==> src/rtl/cache_line_burst_adapter.sv <==
// cache_line_burst_adapter: splits 128-bit cache line transfers into BEATS-beat bursts on a narrow memory bus
module cache_line_burst_adapter #(
  parameter int BEATS = 4,
  parameter int BEAT_W = 128 / BEATS
) (
  input  logic              clk,
  input  logic              rst,
  input  logic              pmem_read,
  input  logic              pmem_write,
  input  logic [15:0]       pmem_address,
  input  logic [127:0]      pmem_wdata,
  output logic [127:0]      pmem_rdata,
  output logic              pmem_resp,
  output logic              burst_read,
  output logic              burst_write,
  output logic [15:0]       burst_address,
  output logic [BEAT_W-1:0] burst_wdata,
  input  logic [BEAT_W-1:0] burst_rdata,
  input  logic              burst_resp
);
  localparam int CW = $clog2(BEATS);
  typedef enum logic [1:0] {IDLE, RD_BURST, WR_BURST, RESP} state_t;
  state_t state, state_n;
  logic [CW-1:0] cnt;
  logic [127:0] line;
  logic in_burst, last;
  assign in_burst = (state == RD_BURST) || (state == WR_BURST);
  assign last = burst_resp && (cnt == CW'(BEATS - 1));
  // Write beats come straight from the latched line so they hold through wait states
  assign burst_wdata = line[cnt*BEAT_W +: BEAT_W];
  always_comb begin
    state_n = state;
    case (state)
      IDLE:    state_n = pmem_write ? WR_BURST : pmem_read ? RD_BURST : IDLE;
      RESP:    state_n = IDLE;
      default: state_n = last ? RESP : state;
    endcase
  end
  always_ff @(posedge clk or posedge rst) begin
    if (rst) begin
      state <= IDLE;
      cnt <= '0;
      line <= '0;
      burst_address <= '0;
      pmem_rdata <= '0;
      pmem_resp <= 1'b0;
      burst_read <= 1'b0;
      burst_write <= 1'b0;
    end else begin
      state <= state_n;
      pmem_resp <= state_n == RESP;
      burst_read <= state_n == RD_BURST;
      burst_write <= state_n == WR_BURST;
      if (state == IDLE && (pmem_write || pmem_read)) begin
        cnt <= '0;
        burst_address <= {pmem_address[15:4], 4'b0};
        if (pmem_write) line <= pmem_wdata;
      end
      if (in_burst && burst_resp) cnt <= cnt + 1'b1;
      if (state == RD_BURST && burst_resp) pmem_rdata[cnt*BEAT_W +: BEAT_W] <= burst_rdata;
    end
  end
endmodule

==> config.mk <==
export PLATFORM = sky130hd
export DESIGN_NAME = cache_line_burst_adapter
export DESIGN_NICKNAME = d
export VERILOG_FILES = /design/src/rtl/cache_line_burst_adapter.sv
export SDC_FILE = /design/constraint.sdc
export NUM_CORES = 1
export LEC_CHECK = 0
export CELL_PAD_IN_SITES_DETAIL_PLACEMENT = 1
export CELL_PAD_IN_SITES_GLOBAL_PLACEMENT = 1
export CORE_MARGIN = 2
export CORE_UTILIZATION = 35
export CTS_BUF_LIST = sky130_fd_sc_hd__clkbuf_4 sky130_fd_sc_hd__clkbuf_8 sky130_fd_sc_hd__clkbuf_16
export CTS_CLUSTER_SIZE = 10
export DETAILED_ROUTE_END_ITERATION = 7
export HOLD_SLACK_MARGIN = 0.05
export PLACE_DENSITY = 0.83
export SYNTH_ARGS = -nofsm -noshare
export SYNTH_HDL_FRONTEND = slang
export SYNTH_SLANG_ARGS = --single-unit
==> constraint.sdc <==
create_clock -name clk -period 9.7 [get_ports clk]
set_input_delay 1.94 -clock clk [delete_from_list [all_inputs] [get_ports clk]]
set_output_delay 1.94 -clock clk [all_outputs]
set_load 0.01 [all_outputs]
Word-level counts from Yosys, hierarchy flattened
Cells that the tools add are included.
{"block": "totals", "register_bits": 275, "word_cells": 36}
{"block": "op_classes", "n_shift": 3, "reduce_logical": 9, "eq_ne": 7, "n_mux": 7, "n_addsub": 2}
{"op": "bitwise mux 128 bit", "n": 1}
{"op": "variable shift 32 x 34 -> 128 bit (first input constant)", "n": 1}
{"op": "indexed part select 128 x 8 -> 32 bit", "n": 1}
{"op": "indexed part select 32 x 34 -> 128 bit", "n": 1}
{"op": "negator 7 -> 34 bit", "n": 1}
{"op": "equality test 2 bit (second input constant)", "n": 5}
{"op": "two-way mux 2 bit", "n": 4}
{"op": "equality test 2 x 1 -> 1 bit (second input constant)", "n": 2}
{"op": "logical AND 1 bit", "n": 4}
{"op": "case mux 2 bit (2 select lines)", "n": 1}
{"op": "adder 2 x 1 -> 2 bit (second input constant)", "n": 1}
{"op": "zero test 2 bit", "n": 1}
{"op": "logical OR 1 bit", "n": 2}
{"op": "AND reduction 2 bit", "n": 1}
{"op": "nonzero test 2 bit", "n": 1}
{"op": "two-way mux 1 bit", "n": 1}

Logic depth before layout (Yosys ltp)
{"block": "depth", "ltp_word": 5, "depth_mapped": 9}

Worst setup path before layout
No wires, ideal clock.
{"block": "synth_timing", "path_kind": "register to output", "from": "register cnt[0]", "to": "output port burst_wdata[10]", "stages_incl_launch_ff": 5, "arrival_ps": 1444, "t_required_ps": 7760, "slack_ps": 6316, "path_cell_list": "dfrtp_1 buf_6 buf_4 buf_4 mux4_2"}
{"block": "synth_between", "elab_chain_len": 1}
{"element": "start: declaration", "line": "24", "text": "logic [CW-1:0] cnt;"}
{"element": "start signal: assignment", "line": "59", "text": "if (in_burst && burst_resp) cnt <= cnt + 1'b1;"}
{"element": "indexed part select 128 x 8 -> 32 bit", "line": "30", "text": "assign burst_wdata = line[cnt*BEAT_W +: BEAT_W];"}
{"element": "end: declaration", "line": "17", "text": "output logic [BEAT_W-1:0] burst_wdata,"}
Every way passes these cells.

Worst setup path in the final report
{"block": "layout_timing", "from": "register cnt[0]", "to": "output port burst_wdata[27]"}
Same word-level chain as after synthesis.

==> impl_metrics.py <==
metrics = {
    "setup_path": {
        "ff2ff_setup_slack_ns": 5.82,
        "worstPathMaxFanout": 45,
        "r2r-start": "cnt[0]",
        "critPathLaunch": "cnt[0]",
        "end_kind": "output port",
        "worstPathRequired_ns": 7.76,
        "timing.rr.end": "pmem_rdata[80]",
        "arrival_ns": 2.99,
        "start_kind": "flip-flop",
        "crit_path_end": "burst_wdata[27]",
        "reg2reg_depth": 5,
        "worstSetupPathType": "reg -> out",
    },
    "clock_tree": {
        "hold_buffers": 0,
        "htree_levels": 2,
        "postCtsSetupBuffers": 0,
        "insertion_delay_ns": 0.51,
        "cts-resized-gates": 0,
        "clock-sinks": 275,
        "cts_max_path_buffers": 3,
        "cts_tree": "yes",
        "clk_pin_slew_ns": 0.06,
        "cts_buffers": 35,
        "cts_root_buf": "clkbuf_16",
    },
    "run": {
        "maxCapViolCount": 0,
    },
    "drt": {
        "dr.pass1.iters": 4,
        "drt_iter0_markers": 373,
        "antenna_left": 0,
        "drt-vias-per-instance": 5.43,
        "wl_mm": 38.6,
        "drc_errors": 0,
        "post_drt_wl_per_cell_um": 24.4,
        "num_vias": 8615,
    },
    "sta": {
        "maxSlewViolCount": 0,
        "rsz0062_at_grt": "false",
        "worst_pin_slew_ns": 1.16,
        "timing.final.crit_share_pct": 50.8,
        "layout_setup_ws_ns": 4.77,
        "setup-violations-final": 0,
        "slew_headroom_pct": 22.6,
        "clock.fmax_mhz": 203,
        "fin_skew_ns": 0.0196,
        "min_period_ns": 4.93,
        "hold_violations": 0,
        "fin_setup_tns_ns": 0,
    },
    "placement": {
        "pre_cts_ws_ns": 5.14,
        "place_congestion": 0.835,
        "hpwl_mm": 25.4,
        "placed_area_um2": 15900,
        "io_buffers": 351,
    },
    "die": {
        "die-area_um2": 36000,
        "ios": 360,
        "die_h_um": 190,
        "core_um2": 34300,
        "rows": 68,
        "die_w_um": 190,
        "initial_utilization_pct": 35.2,
    },
    "grt": {
        "grt_pass1_wl_mm": 59.1,
        "grtUsageTotal_pct": 21.1,
        "grt_pass1_vias": 9484,
        "grt_max_degree": 144,
        "grt_overflow": 0,
        "antenna_found_initial": 0,
    },
    "layout": {
        "syn_to_final_growth_pct": 40.3,
        "drive_above_1_share_pct": 26.2,
        "num_antenna_cells": 0,
        "layout.nets": 1306,
        "fin_area_um2": 16900,
    },
    "outcome": {
        "outcome": "finished, final reports clean",
    },
    "synthesis": {
        "netlist_instances": 804,
        "ys_seq_area_share_pct": 57.0,
        "yosysWarnings": 0,
        "async_flop_share_pct": 100,
        "synthFlopType": "dfrtp_1",
        "synth_area_per_cell_um2": 15.0,
        "ys_seq_elements": 275,
        "synth_cell_types": 36,
        "synth_edf_count": 0,
        "synthesis.area_um2": 12100,
    },
    "power_and_ir_drop": {
        "ir_drop_mv": 0.153,
        "cellLeakagePower_nw": 6.88,
        "power.density_nw_per_um2": 273,
    },
    "worst_hold_path": {
        "min_from": "pmem_rdata[43]",
        "hp-class": "reg -> reg",
    },
}
-- cell type report --
class,instances,area [µm²]
well taps,455,569
clock buffers,48,1030
repair buffers,364,3620
fillers,3410,17400
multi-input cells,436,4780
clock inverters,3,18.8
inverters,6,30.0
flip-flops and latches,275,6890
-- synth_stat cells, types with 2 or more instances --
cell type	count	share of area, %
nor2b_1	2	0.10
o2bb2ai_1	34	2.5
a21oi_1	3	0.12
nor4bb_1	2	0.17
nand2_1	2	0.062
mux4_2	32	6.0
nand4b_1	2	0.15
and4b_1	31	2.6
o2bb2ai_2	30	3.7
inv_1	6	0.19
and2_1	2	0.10
mux2_2	159	15
buf_4	7	0.44
o22ai_1	2	0.10
buf_6	4	0.37
ha_1	7	0.73
clkbuf_1	49	1.5
dfrtp_1	275	57
mux2_1	12	1.1
nand3_1	4	0.17
a21o_1	2	0.12
buf_2	30	1.2
a32o_1	32	2.7
nand4_1	63	3.3
-- cell families (layout without fill, tap and decap cells) --
family / count (synthesis) / count (layout) / share of synthesized area [%]
adder cells (fa/ha/maj): 7 / 7 / 0.726
AND/OR/NAND/NOR: 113 / 113 / 6.95
buffers and inverters: 96 / 421 / 3.76
other: 1 / 4 / 0.0311
flip-flops: 275 / 275 / 57.0
AO/OA/AOI/OAI: 109 / 109 / 9.59
multiplexers: 203 / 203 / 21.9
-- cells in the final DEF (no fill, tap or decap), types with 7 or more instances in the layout --
| cell type | Yosys | final |
|---|---|---|
| a32o_1 | 32 | 32 |
| mux2_1 | 12 | 12 |
| mux2_2 | 159 | 159 |
| mux4_2 | 32 | 32 |
| nand4_1 | 63 | 63 |
| clkbuf_16 | 0 | 37 |
| o2bb2ai_1 | 34 | 34 |
| clkbuf_4 | 0 | 7 |
| and4b_1 | 31 | 31 |
| buf_4 | 7 | 12 |
| o2bb2ai_2 | 30 | 30 |
| clkdlybuf4s50_1 | 0 | 350 |
| dfrtp_1 | 275 | 273 |
-- critical path: stages, from the launching register on --
cell             delay, ns
dfrtp_4               0.83
buf_4                 0.52
mux4_2                0.58
clkdlybuf4s50_1       0.50
-- how the worst min path moves through the flow --
stage,endpoint,slack (ns),cells past startpoint
final,pmem_rdata[43],0.48,1
after global routing,pmem_rdata[47],0.51,1
after CTS,pmem_rdata[47],0.49,1
after detailed placement,pmem_rdata[7],0.47,1
after global placement,pmem_rdata[43],0.47,1
after floorplan,line[73],0.47,1
-- state kept, by name (all words and copies together), names as in the netlist --
signal and flops:
burst_address 12, burst_write 1, cnt 2, state 2, burst_read 1, line 128
pmem_resp 1, pmem_rdata 128
-- per-layer routing --
metal / up-vias / part of all wire [%] / GRT usage, %
met5: - / 0 / 0
met4: 0 / 2.2 / 5.34
met3: 54 / 8.3 / 6.35
met2: 328 / 47 / 34.5
met1: 4519 / 42 / 27.6
li1: 3714 / - / -
-- stage by stage --
| step | power (mW) | hold WS (ns) | utilization [%] | cells |
|---|---|---|---|---|
| finish | 4.63 | 0.481 | 49.4 | 1587 |
| global route | 4.86 | 0.505 | 49.4 | 1587 |
| CTS | 4.69 | 0.489 | 49.4 | 1587 |
| detailed placement | 3.43 | 0.473 | 46.3 | 1536 |
| global placement | 3.36 | 0.470 | 46.3 | 1536 |
| floorplan | 2.68 | 0.474 | - | 807 |
-- report_power, final --
group	internal [mW]	leakage (nW)	switching, mW	total [mW]
sequential	1.51	3.50	0.249	1.76
clock	0.735	0.529	0.479	1.21
combinational	0.950	2.85	0.707	1.66
(Power assumes the default switching activity.)
